File: config.mk
export PLATFORM = sky130hd
export DESIGN_NAME = execute
export DESIGN_NICKNAME = d
export VERILOG_FILES = /design/src/rtl/chip8_pkg.sv /design/src/rtl/chip8_alu.sv /design/src/rtl/execute.sv
export SDC_FILE = /design/constraint.sdc
export NUM_CORES = 1
export LEC_CHECK = 0
export CAP_MARGIN = 20
export CORE_MARGIN = 2
export CORE_UTILIZATION = 65
export DETAILED_ROUTE_END_ITERATION = 8
export DONT_BUFFER_PORTS = 1
export PLACE_DENSITY = 0.82
export SYNTH_ARGS = -nofsm -noshare
export SYNTH_HDL_FRONTEND = slang
export SYNTH_SLANG_ARGS = --single-unit
File: constraint.sdc
create_clock -name clk -period 3.3 [get_ports clk]
set_clock_uncertainty 0.2 [all_clocks]
set_input_delay 0.825 -clock clk [delete_from_list [all_inputs] [get_ports clk]]
set_output_delay 0.825 -clock clk [all_outputs]
set_load 0.01 [all_outputs]
File: src/rtl/chip8_pkg.sv
// CHIP-8 shared definitions: decoded opcode indices, stack placement and the
// random-number LFSR step used by RND.
package chip8_pkg;

    localparam logic [6:0] OP_NOP    = 7'd0;
    localparam logic [6:0] OP_JP     = 7'd1;
    localparam logic [6:0] OP_CALL   = 7'd2;
    localparam logic [6:0] OP_RET    = 7'd3;
    localparam logic [6:0] OP_SE_KK  = 7'd4;
    localparam logic [6:0] OP_SNE_KK = 7'd5;
    localparam logic [6:0] OP_SE_VY  = 7'd6;
    localparam logic [6:0] OP_SNE_VY = 7'd7;
    localparam logic [6:0] OP_LD_KK  = 7'd8;
    localparam logic [6:0] OP_ADD_KK = 7'd9;
    localparam logic [6:0] OP_LD_VY  = 7'd10;
    localparam logic [6:0] OP_OR     = 7'd11;
    localparam logic [6:0] OP_AND    = 7'd12;
    localparam logic [6:0] OP_XOR    = 7'd13;
    localparam logic [6:0] OP_ADD    = 7'd14;
    localparam logic [6:0] OP_SUB    = 7'd15;
    localparam logic [6:0] OP_SHR    = 7'd16;
    localparam logic [6:0] OP_SUBN   = 7'd17;
    localparam logic [6:0] OP_SHL    = 7'd18;
    localparam logic [6:0] OP_LDI    = 7'd19;
    localparam logic [6:0] OP_JPV0   = 7'd20;
    localparam logic [6:0] OP_RND    = 7'd21;
    localparam logic [6:0] OP_ADDI   = 7'd22;

    localparam logic [15:0] STACK_BASE_DEFAULT = 16'h0EA0;
    localparam logic [7:0]  LFSR_SEED          = 8'hA5;

    // Galois right-shift form of x^8+x^6+x^5+x^4+1 (toggle mask 0xB8)
    function automatic logic [7:0] lfsr_next(input logic [7:0] s);
        return {1'b0, s[7:1]} ^ (s[0] ? 8'hB8 : 8'h00);
    endfunction

endpackage

File: src/rtl/chip8_alu.sv
// Combinational register-register ALU for the 8xy_ group; flag is the value
// destined for VF (only meaningful for ADD/SUB/SHR/SUBN/SHL).
module chip8_alu
    import chip8_pkg::*;
(
    input  logic [6:0] op_i,
    input  logic [7:0] vx_i,
    input  logic [7:0] vy_i,
    output logic [7:0] res_o,
    output logic       flag_o
);

    logic [8:0] sum;
    logic [8:0] diff_xy;
    logic [8:0] diff_yx;

    assign sum     = {1'b0, vx_i} + {1'b0, vy_i};
    assign diff_xy = {1'b0, vx_i} - {1'b0, vy_i};
    assign diff_yx = {1'b0, vy_i} - {1'b0, vx_i};

    // Borrow out of the 9-bit difference is the inverse of "no borrow" flag
    always_comb begin
        res_o  = '0;
        flag_o = 1'b0;
        unique case (op_i)
            OP_LD_VY: res_o = vy_i;
            OP_OR:    res_o = vx_i | vy_i;
            OP_AND:   res_o = vx_i & vy_i;
            OP_XOR:   res_o = vx_i ^ vy_i;
            OP_ADD: begin
                res_o  = sum[7:0];
                flag_o = sum[8];
            end
            OP_SUB: begin
                res_o  = diff_xy[7:0];
                flag_o = ~diff_xy[8];
            end
            OP_SHR: begin
                res_o  = {1'b0, vx_i[7:1]};
                flag_o = vx_i[0];
            end
            OP_SUBN: begin
                res_o  = diff_yx[7:0];
                flag_o = ~diff_yx[8];
            end
            OP_SHL: begin
                res_o  = {vx_i[6:0], 1'b0};
                flag_o = vx_i[7];
            end
            default: ;
        endcase
    end

endmodule

File: src/rtl/execute.sv
// CHIP-8 execute stage: one decoded instruction per cycle in, registered
// write-back / memory requests out one cycle later, each with a 1-cycle enable.
module execute
    import chip8_pkg::*;
#(
    parameter logic [15:0] STACK_BASE = STACK_BASE_DEFAULT
) (
    input  logic        clk,
    input  logic        rst,
    input  logic [6:0]  i_decode,
    input  logic [7:0]  i_byte_kk,
    input  logic [7:0]  i_vx_data,
    input  logic [7:0]  i_vy_data,
    input  logic [3:0]  i_vx_addr,
    output logic [3:0]  o_vx_addr,
    output logic [7:0]  o_vx_data,
    output logic [7:0]  o_vf_data,
    output logic        o_vf_en,
    output logic        o_vx_en,
    input  logic [11:0] i_mem_addr,
    input  logic [15:0] i_pc_data,
    input  logic [7:0]  i_sp_data,
    input  logic [15:0] i_i_data,
    output logic        o_mem_w_en,
    output logic [15:0] o_mem_w_addr,
    output logic [15:0] o_mem_w_data,
    output logic        o_mem_r_en,
    output logic [15:0] o_mem_r_addr,
    output logic [15:0] o_mem_r_data,
    output logic [15:0] o_pc_data,
    output logic        o_pc_en,
    output logic [7:0]  o_sp_data,
    output logic        o_sp_en,
    output logic [15:0] o_i_data,
    output logic        o_i_en
);

    logic [3:0]  vx_addr_q, vx_addr_d;
    logic [7:0]  vx_data_q, vx_data_d;
    logic [7:0]  vf_data_q, vf_data_d;
    logic        vx_en_q, vx_en_d;
    logic        vf_en_q, vf_en_d;
    logic        mem_w_en_q, mem_w_en_d;
    logic [15:0] mem_w_addr_q, mem_w_addr_d;
    logic [15:0] mem_w_data_q, mem_w_data_d;
    logic        mem_r_en_q, mem_r_en_d;
    logic [15:0] mem_r_addr_q, mem_r_addr_d;
    logic [15:0] pc_data_q, pc_data_d;
    logic        pc_en_q, pc_en_d;
    logic [7:0]  sp_data_q, sp_data_d;
    logic        sp_en_q, sp_en_d;
    logic [15:0] i_data_q, i_data_d;
    logic        i_en_q, i_en_d;
    logic [7:0]  lfsr_q, lfsr_d;

    logic [7:0]  alu_res;
    logic        alu_flag;
    logic [7:0]  sp_inc, sp_dec;
    logic [15:0] nnn16, pc_skip, push_addr, pop_addr;

    chip8_alu u_alu (
        .op_i   (i_decode),
        .vx_i   (i_vx_data),
        .vy_i   (i_vy_data),
        .res_o  (alu_res),
        .flag_o (alu_flag)
    );

    assign sp_inc    = i_sp_data + 8'd1;
    assign sp_dec    = i_sp_data - 8'd1;
    assign nnn16     = {4'h0, i_mem_addr};
    assign pc_skip   = i_pc_data + 16'd2;
    assign push_addr = STACK_BASE + {7'b0, i_sp_data, 1'b0};
    assign pop_addr  = STACK_BASE + {7'b0, sp_dec, 1'b0};

    always_comb begin
        vx_addr_d    = i_vx_addr;
        vx_data_d    = vx_data_q;
        vf_data_d    = vf_data_q;
        vx_en_d      = 1'b0;
        vf_en_d      = 1'b0;
        mem_w_en_d   = 1'b0;
        mem_w_addr_d = mem_w_addr_q;
        mem_w_data_d = mem_w_data_q;
        mem_r_en_d   = 1'b0;
        mem_r_addr_d = mem_r_addr_q;
        pc_data_d    = pc_data_q;
        pc_en_d      = 1'b0;
        sp_data_d    = sp_data_q;
        sp_en_d      = 1'b0;
        i_data_d     = i_data_q;
        i_en_d       = 1'b0;
        lfsr_d       = lfsr_next(lfsr_q);

        unique case (i_decode)
            OP_JP: begin
                pc_data_d = nnn16;
                pc_en_d   = 1'b1;
            end
            OP_CALL: begin
                mem_w_addr_d = push_addr;
                mem_w_data_d = i_pc_data;
                mem_w_en_d   = 1'b1;
                sp_data_d    = sp_inc;
                sp_en_d      = 1'b1;
                pc_data_d    = nnn16;
                pc_en_d      = 1'b1;
            end
            // Return address arrives via the read; fetch owns the PC load here
            OP_RET: begin
                mem_r_addr_d = pop_addr;
                mem_r_en_d   = 1'b1;
                sp_data_d    = sp_dec;
                sp_en_d      = 1'b1;
            end
            OP_SE_KK, OP_SNE_KK, OP_SE_VY, OP_SNE_VY: begin
                if (((i_decode == OP_SE_KK)  && (i_vx_data == i_byte_kk)) ||
                    ((i_decode == OP_SNE_KK) && (i_vx_data != i_byte_kk)) ||
                    ((i_decode == OP_SE_VY)  && (i_vx_data == i_vy_data)) ||
                    ((i_decode == OP_SNE_VY) && (i_vx_data != i_vy_data))) begin
                    pc_data_d = pc_skip;
                    pc_en_d   = 1'b1;
                end
            end
            OP_LD_KK: begin
                vx_data_d = i_byte_kk;
                vx_en_d   = 1'b1;
            end
            OP_ADD_KK: begin
                vx_data_d = i_vx_data + i_byte_kk;
                vx_en_d   = 1'b1;
            end
            OP_LD_VY, OP_OR, OP_AND, OP_XOR: begin
                vx_data_d = alu_res;
                vx_en_d   = 1'b1;
            end
            OP_ADD, OP_SUB, OP_SHR, OP_SUBN, OP_SHL: begin
                vx_data_d = alu_res;
                vx_en_d   = 1'b1;
                vf_data_d = {7'b0, alu_flag};
                vf_en_d   = 1'b1;
            end
            OP_LDI: begin
                i_data_d = nnn16;
                i_en_d   = 1'b1;
            end
            OP_JPV0: begin
                pc_data_d = nnn16 + {8'h00, i_vx_data};
                pc_en_d   = 1'b1;
            end
            OP_RND: begin
                vx_data_d = lfsr_q & i_byte_kk;
                vx_en_d   = 1'b1;
            end
            OP_ADDI: begin
                i_data_d = i_i_data + {8'h00, i_vx_data};
                i_en_d   = 1'b1;
            end
            default: ;
        endcase
    end

    always_ff @(posedge clk) begin
        if (rst) begin
            vx_addr_q    <= '0;
            vx_data_q    <= '0;
            vf_data_q    <= '0;
            vx_en_q      <= 1'b0;
            vf_en_q      <= 1'b0;
            mem_w_en_q   <= 1'b0;
            mem_w_addr_q <= '0;
            mem_w_data_q <= '0;
            mem_r_en_q   <= 1'b0;
            mem_r_addr_q <= '0;
            pc_data_q    <= '0;
            pc_en_q      <= 1'b0;
            sp_data_q    <= '0;
            sp_en_q      <= 1'b0;
            i_data_q     <= '0;
            i_en_q       <= 1'b0;
            lfsr_q       <= LFSR_SEED;
        end else begin
            vx_addr_q    <= vx_addr_d;
            vx_data_q    <= vx_data_d;
            vf_data_q    <= vf_data_d;
            vx_en_q      <= vx_en_d;
            vf_en_q      <= vf_en_d;
            mem_w_en_q   <= mem_w_en_d;
            mem_w_addr_q <= mem_w_addr_d;
            mem_w_data_q <= mem_w_data_d;
            mem_r_en_q   <= mem_r_en_d;
            mem_r_addr_q <= mem_r_addr_d;
            pc_data_q    <= pc_data_d;
            pc_en_q      <= pc_en_d;
            sp_data_q    <= sp_data_d;
            sp_en_q      <= sp_en_d;
            i_data_q     <= i_data_d;
            i_en_q       <= i_en_d;
            lfsr_q       <= lfsr_d;
        end
    end

    assign o_vx_addr    = vx_addr_q;
    assign o_vx_data    = vx_data_q;
    assign o_vf_data    = vf_data_q;
    assign o_vx_en      = vx_en_q;
    assign o_vf_en      = vf_en_q;
    assign o_mem_w_en   = mem_w_en_q;
    assign o_mem_w_addr = mem_w_addr_q;
    assign o_mem_w_data = mem_w_data_q;
    assign o_mem_r_en   = mem_r_en_q;
    assign o_mem_r_addr = mem_r_addr_q;
    assign o_mem_r_data = '0;
    assign o_pc_data    = pc_data_q;
    assign o_pc_en      = pc_en_q;
    assign o_sp_data    = sp_data_q;
    assign o_sp_en      = sp_en_q;
    assign o_i_data     = i_data_q;
    assign o_i_en       = i_en_q;

endmodule

==> results.md, run 1 <==
- The origin of the worst min-delay path is lfsr_q[1].
- The clock net in this run drives a total of approximately 110 sinks.
- The count of nets left with antenna violations once routing finished came out at 0.
- The region available for standard cell placement spans ~0.012 sq mm.
- The total length of routed wires is 22.9 mm.
- The register area share after synthesis is between 20 and 30%.
- The maximum fanout along the worst path is 10.
- The initial antenna violation count was 0.
- Once placement finished, the instance area stood at ~0.008 sq mm.
- The number of global-route vias before repair came to 6768.
- The worst-case headroom to the max-slew limit is about a third.
- The library cell used most frequently in the layout, excluding fill and tap cells, is sky130_fd_sc_hd__nor2_1.
- The count of final setup violators is 0.
- The number of antenna diodes in the final layout is 0.
- The multi-input combinational cells in the finished layout cover a total of approximately 0.0052 sq mm.
- The wire length of the first global-routing pass is between 30 and 40 mm.
- The area used by sequential logic in the layout is around 0.0021 sq mm.
- The source-to-sink clock delay at the later pin of the worst-skew pair is 350 ps.
- Dividing the detail-routed via count by the number of cells gives about 6.5.
- The number of nets in the finished design is about 1100.
- TritonCTS built the clock tree.
- The internal reg-to-reg setup slack is between 1500 and 2000 ps.
- The share of cells above drive strength 1 is between 7 and 8%.
- The period utilization is about 86%.
- The count of filler cells inserted in the layout is about 1000.
- The achievable clock frequency is approximately 350 MHz.
- The number of levels in the clock H-tree is 3.
- The maximum ir drop on the vdd rail is between 0.3 and 0.4 mV.
- The worst register-to-register path ends at o_vx_data[6].
- After synthesis, the mean cell area works out to approximately 7.8 sq um.
- The worst setup path is captured at a flip-flop.
- The cts-stage hold buffer count is 0.
- Global routing consumed, on the met2 layer, about 54% of the routing resources.
- The overall die area is approximately 0.013 sq mm.
- The count of unresolved DRC violations after routing is 0.
- The worst setup path is launched from a primary input.
- The longest clock path from root to sink contains 2 buffers.
- During placement, the flow inserted port buffers numbering 0.
- The number of placed I/O pins is 220.
- The worst register-to-register path has a depth of 4.
- The critical path is of the primary input to flip-flop type.
- The pin count of the biggest net entering global routing is between 100 and 150.
- The cell chosen for the clock root is sky130_fd_sc_hd__clkbuf_16.
- The number of hold-slack violations in the final timing report is 0.
- The total routing resource utilization after global routing is approximately 34%.
- The final period demand of the worst path is 2850 ps.
- The startpoint identified for the worst register-to-register timing path is lfsr_q[6].
- The worst hold path terminates at lfsr_q[0].
- The final core utilization is between 60% and 70%.
- Before CTS, the worst setup slack after placement is 115 ps.
- The setup slack after layout is roughly 450 ps.
- Along the worst hold path, the cell count comes to 1.
- STA puts the critical path data arrival time at just under 3000 ps.
- The top cell types in the final layout, fill and taps aside, are 123 x sky130_fd_sc_hd__nor2_1, 106 x sky130_fd_sc_hd__dfxtp_1, 100 x sky130_fd_sc_hd__nand2_1, 71 x sky130_fd_sc_hd__a21oi_1, 63 x sky130_fd_sc_hd__ha_1.
- The slew at the pin with the worst max-slew slack is slightly below 1000 ps.
- In this run the cell area of the synthesized design comes to around 0.008 sq mm.
- Data on the critical path is required at its endpoint by approximately 3300 ps.
- Compared with the post-synthesis result, the final layout area differs by 4.15%.
- The met1 usage in global routing is 45.7%.
- The HPWL after detailed placement is about 17 mm.
- The final-report max-slew violation count is 0.
- After synthesis the netlist holds a flip-flop and latch count of 106.
- The total CTS buffers is 9.
- The final RePlAce weighted congestion is between 0.9 and 1.
- The global routing's busiest layer is met2.
- For this run, the leading register cell type out of synthesis is sky130_fd_sc_hd__dfxtp_1.
- The count of flip-flops with a built-in enable after synthesis is 0.
- The global routing met3 resource utilization is 9.37%.
- The die boundary height is roughly 110 um.
- For this run the aggregate overflow at the end of global routing stands at 0.
- For this block, the initial DRC count from the detailed router was 779.
- The leakage power of the design is between 3 and 4 nW.
- Setup repair after global routing left no endpoint under its margin.
- For this configuration, the core starts out at a cell density of 66.0%.
- The per-cell routed wire length is approximately 20 um.
- Clock-pin slew was measured on the worst setup and hold paths at roughly 80 ps.
- The first TritonRoute pass finished after 6 iterations.
- The die width is around 110 um.
- The number of warning messages in the yosys log is 0.
- Summing internal, switching and leakage power gives about 3 mW.
- Power spread over the standard cell area amounts to 366 mW/mm^2.
- After synthesis, the share of flip-flops with an asynchronous set or reset is 0%.
- The flow ran to the end, and the final reports show no timing, DRC or antenna violations.
- Across the run, the number of max-cap violations was 0.
- Summing all non-filler instances in the final layout gives an area of 0.00823 sq mm.
- Summed over all failing endpoints, the final setup total negative slack is 0 ps.
- The class of the tightest hold or removal check is flip-flop to flip-flop.
- In the synthesized netlist, the number of instances is about 1000.
- The count of instances resized after the clock tree is built is 0.
- The number of setup buffers added after CTS is 0.
- After synthesis, the netlist uses 73 different library cells.
- The floorplan has 40 rows.
- Across all layers, the routed design uses around 7400 vias.
==> synthesized netlist by cell type (all sizes together), types with 7 or more instances <==
cell type / number / area (sq um)
a211oi: 23 / 173
a21o: 15 / 113
a21oi: 71 / 355
a221o: 7 / 70.1
a221oi: 15 / 131
a22oi: 16 / 120
a311oi: 9 / 78.8
a31oi: 11 / 68.8
and2: 7 / 43.8
and3: 10 / 62.6
buf: 56 / 384
clkbuf: 37 / 139
dfxtp: 106 / 2120
ha: 63 / 788
inv: 34 / 128
nand2: 101 / 382
nand2b: 16 / 100
nand3: 31 / 155
nor2: 125 / 474
nor2b: 15 / 93.8
nor3: 24 / 136
o211ai: 9 / 67.6
o21ai: 32 / 164
o21bai: 7 / 52.6
o221ai: 10 / 93.8
xnor2: 40 / 350
xor2: 17 / 149
==> layer usage <==
metal	up-vias	wire [um]
met5	-	0
met3	48	2880
li1	3504	-
met4	0	600
met1	3424	9070
met2	473	10300
==> layout make-up <==
class	count	share of cell area (%)
Inverter	34	1.55
Sequential cell	106	25.8
Clock buffer	10	2.90
Multi-Input combinational cell	805	63.8
Timing Repair Buffer	32	3.07
Tap cell	147	2.24
Clock inverter	6	0.684
==> sequential cells by signal (all words and copies together), names as in the netlist, 4 cells and up <==
| name | count |
|---|---|
| o_i_data | 16 |
| o_mem_w_data | 16 |
| o_vx_data | 8 |
| o_pc_data | 16 |
| o_sp_data | 8 |
| lfsr_q | 8 |
| o_vx_addr | 4 |
| o_mem_w_addr | 11 |
| o_mem_r_addr | 11 |
==> power by group <==
part | total [mW] | internal, mW | leakage [nW] | switching (mW)
clock network | 1.07 | 0.551 | 0.148 | 0.518
logic | 0.593 | 0.261 | 2.18 | 0.332
registers | 1.35 | 1.31 | 0.861 | 0.0374
==> through the flow <==
step,hold WS (ps),std cells
CTS,269,1140
detailed placement,257,1124
global route,280,1140
finish,273,1140
floorplan,217,1038
global placement,250,1124
==> worst max-delay path, stage by stage <==
cell	delay, ps
sky130_fd_sc_hd__inv_1	40
sky130_fd_sc_hd__ha_1	440
sky130_fd_sc_hd__or3_4	210
sky130_fd_sc_hd__o221ai_2	120
sky130_fd_sc_hd__o41ai_1	340
sky130_fd_sc_hd__mux2_2	380
sky130_fd_sc_hd__a311o_1	310
sky130_fd_sc_hd__a31oi_1	160
sky130_fd_sc_hd__nand2_1	60
==> how the worst max path moves through the flow <==
stage | start | endpoint | slack [ps] | cells after the start
6_report | i_vx_data[3] | o_vx_data[7] | 450 | 9
5_1_grt | i_vy_data[3] | o_vx_data[7] | 360 | 9
4_1_cts | i_vx_data[3] | o_vx_data[7] | 490 | 9
3_5_place_dp | i_vx_data[3] | o_vx_data[7] | 110 | 9
3_3_place_gp | i_vy_data[3] | o_vx_data[7] | 150 | 9
2_1_floorplan | i_vx_data[0] | o_pc_data[10] | 250 | 9
==> cell families (layout without fill, tap and decap cells) <==
kind of cell / Yosys count / in the layout / synth area share, %
other: 1 / 31 / 0.0475
buffers and inverters: 127 / 82 / 8.24
AO/OA/AOI/OAI: 273 / 273 / 24.1
multiplexers: 6 / 6 / 0.776
adder cells (fa/ha/maj): 69 / 69 / 11.5
flip-flops: 106 / 106 / 26.9
XOR/XNOR: 57 / 57 / 6.32
AND/OR/NAND/NOR: 369 / 369 / 22.1
Note: power is estimated with default switching activity, not from simulation.
==> run 2, diff against run 1 <==
--- a/config.mk
+++ b/config.mk
@@ -7,10 +7,10 @@
 export LEC_CHECK = 0
 export CAP_MARGIN = 20
 export CORE_MARGIN = 2
-export CORE_UTILIZATION = 65
+export CORE_UTILIZATION = 59
 export DETAILED_ROUTE_END_ITERATION = 8
 export DONT_BUFFER_PORTS = 1
-export PLACE_DENSITY = 0.82
+export PLACE_DENSITY = 0.75
 export SYNTH_ARGS = -nofsm -noshare
 export SYNTH_HDL_FRONTEND = slang
 export SYNTH_SLANG_ARGS = --single-unit
==> constraint.sdc (replaced) <==
create_clock -name clk -period 2.38 [get_ports clk]
set_clock_uncertainty 0.2 [all_clocks]
set_input_delay 0.595 -clock clk [delete_from_list [all_inputs] [get_ports clk]]
set_output_delay 0.595 -clock clk [all_outputs]
set_load 0.01 [all_outputs]
==> run 2 against run 1 <==
The run now ends with negative setup slack left; core utilization grew 2.3 points; flip-flop and latch count is the same; clock power grew 35%; register-to-register slack lost 860 ps; critical path type unchanged; die area grew 9.8%; first-iteration DRC count shrank 8.3%; cell count grew 10%; global-route usage shrank 0.94 points; clock-buffer cell count shrank 1; highest routed layer unchanged; cell area grew 14%; largest power group unchanged; non-clock buffer count grew 87; combinational power grew 77%.
==> results.md, run 2 (synthesis results as in run 1) <==
- The overall power is roughly 4.4 mW.
- The path with the worst hold slack has its endpoint at o_sp_data[1].
- The worst-case headroom to the max-slew limit is around 36%.
- In this run the clock root is driven by a sky130_fd_sc_hd__clkbuf_16.
- Dividing the detail-routed wire length by the instance count gives around 19 um.
- For this configuration, the core starts out at a cell density of 60.1%.
- The clock slew seen by the registers of the worst setup and hold paths is 80 ps.
- At the pin with the least slew margin, the transition time is approximately 950 ps.
- Summed over all layers, the global routing overflow is 0.
- The pin count of the biggest net entering global routing is between 100 and 150.
- The count of final setup violators is 2.
- The period utilization is 101%.
- The internal reg-to-reg setup slack is 930 ps.
- The power spent charging and discharging nets is 1.30 mW.
- The longest clock path from root to sink contains 2 buffers.
- The internal cell power is just over 3 mW.
- For the worst setup path, the data arrival time is 2450 ps.
- Clock tree synthesis found a total of 106 sinks.
- During I/O placement, the number of pins put on the boundary was 220.
- The leakage power of the design is ~3.7 nW.
- After detailed routing, the total wire length is approximately 24 mm.
- The floorplan row count is between 40 and 50.
- The number of hold-slack violations in the final timing report is 0.
- The post-detailed-route via-to-cell ratio is roughly 6.2.
- The count of filler cells inserted in the layout is 1061.
- Once layout is complete, the utilization of the core stands at a little under three quarters.
- The number of nets in the finished design is ~1200.
- In this run the critical register-to-register path is launched from lfsr_q[6].
- Combinational logic burns about 24% of the power.
- For this run, the top clock speed supported by timing is around 420 MHz.
- The number of placed instances, taps included, is approximately 1200.
- The setup slack after layout is -27.5 ps.
- The total number of vias is 7760.
- Of the total power, the share spent switching nets is between 20% and 30%.
- Counting I/O delays and the setup requirement, the final critical path takes about 2400 ps.
- The cell count of the worst hold path is 1.
- The core region is around 0.013 sq mm.
- On the final layout, the worst hold slack is between 100 and 150 ps.
- The initial antenna violation count is 0.
- The maximum ir drop on the vdd rail is 0.454 mV.
- 0 antenna diodes ended up in the layout.
- Compared with the post-synthesis result, the final layout area differs by 18.2%.
- The kind of capture point of the worst setup path is a flip-flop.
- The class of the tightest hold or removal check is primary input to flip-flop.
- The overall die area is around 0.014 sq mm.
- The final reports fail on negative setup slack.
- The total routing resource utilization after global routing is about 33%.
- From bottom edge to top edge, the die measures ~120 um.
- The worst setup path is of the primary input to flip-flop kind.
- In the layout the commonest cells are 120 x sky130_fd_sc_hd__nor2_1, 114 x sky130_fd_sc_hd__buf_4, 106 x sky130_fd_sc_hd__dfxtp_1, 100 x sky130_fd_sc_hd__nand2_1, 63 x sky130_fd_sc_hd__a21oi_1.
- The required time of the worst setup path is roughly 2400 ps.
- The type of element launching the critical path is a primary input.
- The share of total power dissipated in the clock network is between 30 and 40%.
- For the worst flop-to-flop path, the logic depth is 4.
- The wire length of the first global-routing pass is about 38 mm.
- The length of the first detailed-routing pass in iterations is 6.
- Sequential cells account for a little over two fifths of the total power.
- The setup slack at placement is -488 ps.
- The flow ran to the end, but the final reports show violations.
- Setup repair after global routing could not meet its margin everywhere.
- The detailed router finished its first iteration with roughly 700 violations.
- The number of levels in the clock H-tree is 3.
- The final RePlAce weighted congestion is between 0.9 and 1.
- The final instance count without filler cells is between 1000 and 1500.
- The count of unresolved DRC violations after routing is 0.
- In the final layout, the share of cells above drive strength 1 is around a fifth.
- The HPWL after detailed placement is 18.6 mm.
- The power per cell area is about 470 mW/mm^2.
- The final-report max-slew violation count is 0.
- Port buffering added 0 buffers.
- The source-to-sink clock delay at the later pin of the worst-skew pair is 350 ps.
- The detail route stage leaves a number of antenna-violating nets equal to 0.
- In this run, post-CTS hold repair placed 0 buffers.
- The endpoint identified for the worst register-to-register timing path is o_vx_data[6].
- In this run, CTS created clock tree buffers numbering 9.
- The maximum fanout along the worst path is 8.
- Across the run, the number of max-cap violations was 0.
- The origin of the worst min-delay path is rst.
- The commonest non-fill, non-tap cell in the layout is sky130_fd_sc_hd__nor2_1.
- Measured along the x axis, the die boundary spans between 100 and 150 um.
- The TritonCTS clock tree is built.
- The number of global-route vias before repair is about 7300.
run 2: cell types whose count changed in the layout (fill, tap and decap cells not counted), sizes merged:
cell      before  now
buf           32  118
inv           37   35
clkinvlp       0    3
run 2: how the worst max path moves through the flow:
stage / startpoint / to / slack, ps / cells after the start
3_3_place_gp: i_vy_data[6] / o_pc_data[0] / -470 / 9
2_1_floorplan: i_vy_data[5] / o_pc_data[10] / -350 / 11
5_1_grt: i_vx_data[1] / o_pc_data[6] / -110 / 9
4_1_cts: i_vx_data[4] / o_vx_data[7] / 8 / 9
3_5_place_dp: i_vy_data[6] / o_pc_data[5] / -490 / 9
6_report: i_vx_data[4] / o_vx_data[7] / -30 / 9
run 2: power groups by stage:
stage	sequential (mW)	combinational [mW]	clock, mW
6_report	1.87	1.05	1.44
5_1_grt	1.88	1.15	1.52
4_1_cts	1.87	0.973	1.45
3_5_place_dp	1.91	0.950	0
3_3_place_gp	1.91	0.934	0
2_1_floorplan	1.90	0.770	0
run 2: what timing repair did:
item | CTS | global route
hold endpoints to repair | 0 | 0
setup endpoints to repair | 17 | 20
setup buffers | 0 | 4
gates cloned | 0 | 1
pin swaps | 5 | 28
resized for setup | 8 | 39
run 2: cell type report:
class	count	area (sq um)	area share, %
clock buffers	9	225	2.41
clock inverters	7	58.8	0.630
inverters	34	158	1.69
multi-input cells	805	5600	60.0
flip-flops and latches	106	2120	22.7
well taps	176	220	2.36
repair buffers	119	956	10.2
run 2: routing by layer:
layer  vias up  track usage (%)  share of wire [%]  wire, um
met5         -                0                  0         0
met4         0             12.9                3.4       840
met3        72             11.7                 11      2680
met2       402             52.1                 46     11200
met1      3613             41.9                 40      9780
li1       3673                -                  -         -
run 2: metrics by stage:
| step | setup TNS, ps | instance area [sq um] |
|---|---|---|
| final | -48.7 | 9340 |
| after detailed placement | -10770 | 8790 |
| after floorplan | -3810 | 8230 |
| after global placement | -10010 | 8790 |
| after global routing | -807 | 9340 |
| after CTS | 0 | 9130 |
run 2: critical path, stage by stage:
cell and delay (ps):
sky130_fd_sc_hd__inv_1 110, sky130_fd_sc_hd__ha_4 240, sky130_fd_sc_hd__or3_4 430, sky130_fd_sc_hd__o221ai_4 200, sky130_fd_sc_hd__o41ai_2 100, sky130_fd_sc_hd__mux2_2 270
sky130_fd_sc_hd__a311o_1 270, sky130_fd_sc_hd__a31oi_1 170, sky130_fd_sc_hd__nand2_1 70
==> run 3, diff against run 2 <==
--- a/config.mk
+++ b/config.mk
@@ -7,10 +7,10 @@
 export LEC_CHECK = 0
 export CAP_MARGIN = 20
 export CORE_MARGIN = 2
-export CORE_UTILIZATION = 59
+export CORE_UTILIZATION = 70
 export DETAILED_ROUTE_END_ITERATION = 8
 export DONT_BUFFER_PORTS = 1
-export PLACE_DENSITY = 0.75
+export PLACE_DENSITY = 0.83
 export SYNTH_ARGS = -nofsm -noshare
 export SYNTH_HDL_FRONTEND = slang
 export SYNTH_SLANG_ARGS = --single-unit
==> constraint.sdc (replaced) <==
create_clock -name clk -period 3.05 [get_ports clk]
set_clock_uncertainty 0.2 [all_clocks]
set_input_delay 0.7625 -clock clk [delete_from_list [all_inputs] [get_ports clk]]
set_output_delay 0.7625 -clock clk [all_outputs]
set_load 0.01 [all_outputs]
==> run 3 against run 2 <==
The run now ends clean; register-to-register slack improved by 630 ps; die area decreased by 15%; via count increased by 3.0%; cell count decreased by 7.6%; first-iteration DRC count increased by 21%; critical endpoint is now o_pc_data[8].
==> results.md, run 3 (synthesis results as in run 1) <==
- After filler insertion, the fill cell instance count of the layout stands at between 800 and 900.
- The worst register-to-register path ends at o_vx_data[6].
- In this run the standard cell core region covers ~0.011 sq mm.
- At the end of the flow, the number of nets in the layout was 1173.
- The post-route antenna net violation count is 0.
- In the final layout, the share of cells above drive strength 1 is between 10% and 20%.
- The area of placed instances is 0.00813 sq mm.
- The tightest hold path in the finished design has a slack of 259 ps.
- The initial antenna violation count is 0.
- Along the worst hold path, the cell count comes to 1.
- The final-report max-slew violation count came to 0.
- For this run, the detailed router's first-pass iteration total came to 5.
- The H-tree was split into 3 levels.
- The clock slew seen by the registers of the worst setup and hold paths is about 80 ps.
- Once routing completed, OpenROAD measured the worst setup slack at a little over 200 ps.
- The total routing resource utilization after global routing is 42.4%.
- The area used by sequential logic in the layout is about 0.0021 sq mm.
- The floorplan step set the die height to 110 um.
- Setup violations remaining at the end of the flow were counted as 0.
- For this run, the share of the core covered by cells in the final layout is 77.2%.
- The floorplan row count is 38.
- In this run the critical register-to-register path is launched from lfsr_q[6].
- The cell chosen for the clock root is sky130_fd_sc_hd__clkbuf_16.
- The run finished with clean final reports.
- For this run, design rule violations remaining after detail routing come to 0.
- The per-cell routed wire length is roughly 23 um.
- The worst-case headroom to the max-slew limit is ~30%.
- The pin count of the biggest net entering global routing is ~110.
- Routability-driven placement finished with a final weighted congestion of ~1.
- VDD sags by at most 0.608 mV.
- The number of hold-slack violations in the final timing report is 0.
- The origin of the worst min-delay path is rst.
- Max-cap violations in this run came to 0.
- The cts-stage hold buffer count is 0.
- For this run the aggregate overflow at the end of global routing stands at 0.
- Of all nets on the critical path, the largest fanout is 7.
- The number of global-route vias before repair came to 7299.
- The layout-stage area growth over the synthesis result is 6.91%.
- The number of clock buffers added by TritonCTS is 9.
- The kind of capture point of the worst setup path is a flip-flop.
- TritonCTS built the clock tree.
- The routed design could run at a clock period as short as roughly 2800 ps.
- The min-delay analysis places its worst path in the category primary input to flip-flop.
- During I/O placement, the number of pins put on the boundary was 220.
- The number of DRC markers in iteration 0 is between 800 and 900.
- Detailed placement finished with a half-perimeter wire length of approximately 20 mm.
- The critical path is of the primary input to flip-flop type.
- At the pin with the least slew margin, the transition time is ~1000 ps.
- The buffer depth of the longest clock path is 2.
- The number of diodes added for antenna fixing is 0.
- Leaving out fill and tap cells, the most frequent cells in the layout are 123 x sky130_fd_sc_hd__nor2_1, 106 x sky130_fd_sc_hd__dfxtp_1, 100 x sky130_fd_sc_hd__nand2_1, 71 x sky130_fd_sc_hd__a21oi_1, 63 x sky130_fd_sc_hd__ha_1.
- For this configuration, the core starts out at a cell density of 72.2%.
- The detailed router placed ~8000 vias in this run.
- The area taken by multi-input logic gates is 0.00525 sq mm.
- After layout, the worst path uses between 90 and 100% of the clock period.
- The post-route standard cell area excluding fillers is between 0.008 and 0.009 sq mm.
- STA puts the critical path data arrival time at 2890 ps.
- The type of element launching the critical path is a primary input.
- In this run the tool buffered the top-level ports with 0 buffer cells.
- The die covers between 0.01 and 0.015 sq mm.
- Setup repair after global routing left no endpoint under its margin.
- The post-detailed-route via-to-cell ratio is about 7.
- The hold-critical path endpoint is o_vf_en.
- At the later pin of the worst-skew pair, clock insertion delay measures ~360 ps.
- The required time of the worst setup path is between 3000 and 4000 ps.
- The depth of the worst register-to-register path is 4.
- The clock drives 106 sinks.
- Buffers added to address setup during post-CTS repair amount to 0.
- The leakage power of the design is 3.32 nW.
- For flop-to-flop paths, the worst setup slack is between 1500 and 2000 ps.
- Dividing total power by cell area gives a power density of roughly 410 mW/mm^2.
- At the placement stage, the worst setup path has a slack of -131 ps.
- The wire length of the first global-routing pass is 39.2 mm.
- The die is roughly 110 um wide.
- After layout, the design draws a total of ~3.4 mW.
- The total length of routed wires is roughly 26 mm.
- Derived from the worst setup path, the maximum achievable clock frequency is around 350 MHz.
- After clock tree synthesis, the repair step resized 0 gates.
- The library cell used most frequently in the layout, excluding fill and tap cells, is sky130_fd_sc_hd__nor2_1.
run 3: per-stage QoR:
| stage | TNS, ps | instances |
|---|---|---|
| floorplan | 0 | 1038 |
| global placement | -45.8 | 1144 |
| detailed placement | -812 | 1144 |
| CTS | 0 | 1160 |
| global route | 0 | 1160 |
| finish | 0 | 1160 |
run 3: final cells by class:
class / count / share of cell area (%)
clock buffers: 9 / 2.67
repair buffers: 59 / 5.39
multi-input cells: 805 / 62.1
inverters: 34 / 1.51
well taps: 140 / 2.07
clock inverters: 7 / 1.11
flip-flops and latches: 106 / 25.1
run 3: worst max path at each step:
stage | from | endpoint | slack, ps
2_1_floorplan | i_vx_data[0] | o_pc_data[10] | 60
3_3_place_gp | i_vx_data[4] | o_vx_data[7] | -20
3_5_place_dp | i_vx_data[1] | o_vx_data[7] | -130
4_1_cts | i_vx_data[1] | o_vx_data[7] | 250
5_1_grt | i_vx_data[0] | o_pc_data[12] | 60
6_report | i_vx_data[0] | o_pc_data[8] | 200
run 3: power by group:
| group | switching, mW | internal (mW) |
|---|---|---|
| logic | 0.394 | 0.308 |
| registers | 0.0411 | 1.42 |
| clock network | 0.603 | 0.661 |
run 3: critical path: stages:
cell	delay (ps)
sky130_fd_sc_hd__ha_1	220
sky130_fd_sc_hd__fa_1	400
sky130_fd_sc_hd__a211oi_1	330
sky130_fd_sc_hd__o21ai_0	190
sky130_fd_sc_hd__a31o_2	260
sky130_fd_sc_hd__a21oi_1	250
sky130_fd_sc_hd__buf_4	190
sky130_fd_sc_hd__nor3_1	40
sky130_fd_sc_hd__a21oi_1	130
sky130_fd_sc_hd__a31oi_1	100
run 3: routing by layer:
metal | vias to the layer above | share of wire [%] | GRT usage (%)
li1 | 3553 | - | -
met4 | 0 | 3.8 | 15.6
met3 | 98 | 15 | 15.2
met5 | - | 0 | 0
met2 | 614 | 44 | 65.4
met1 | 3730 | 37 | 54.4
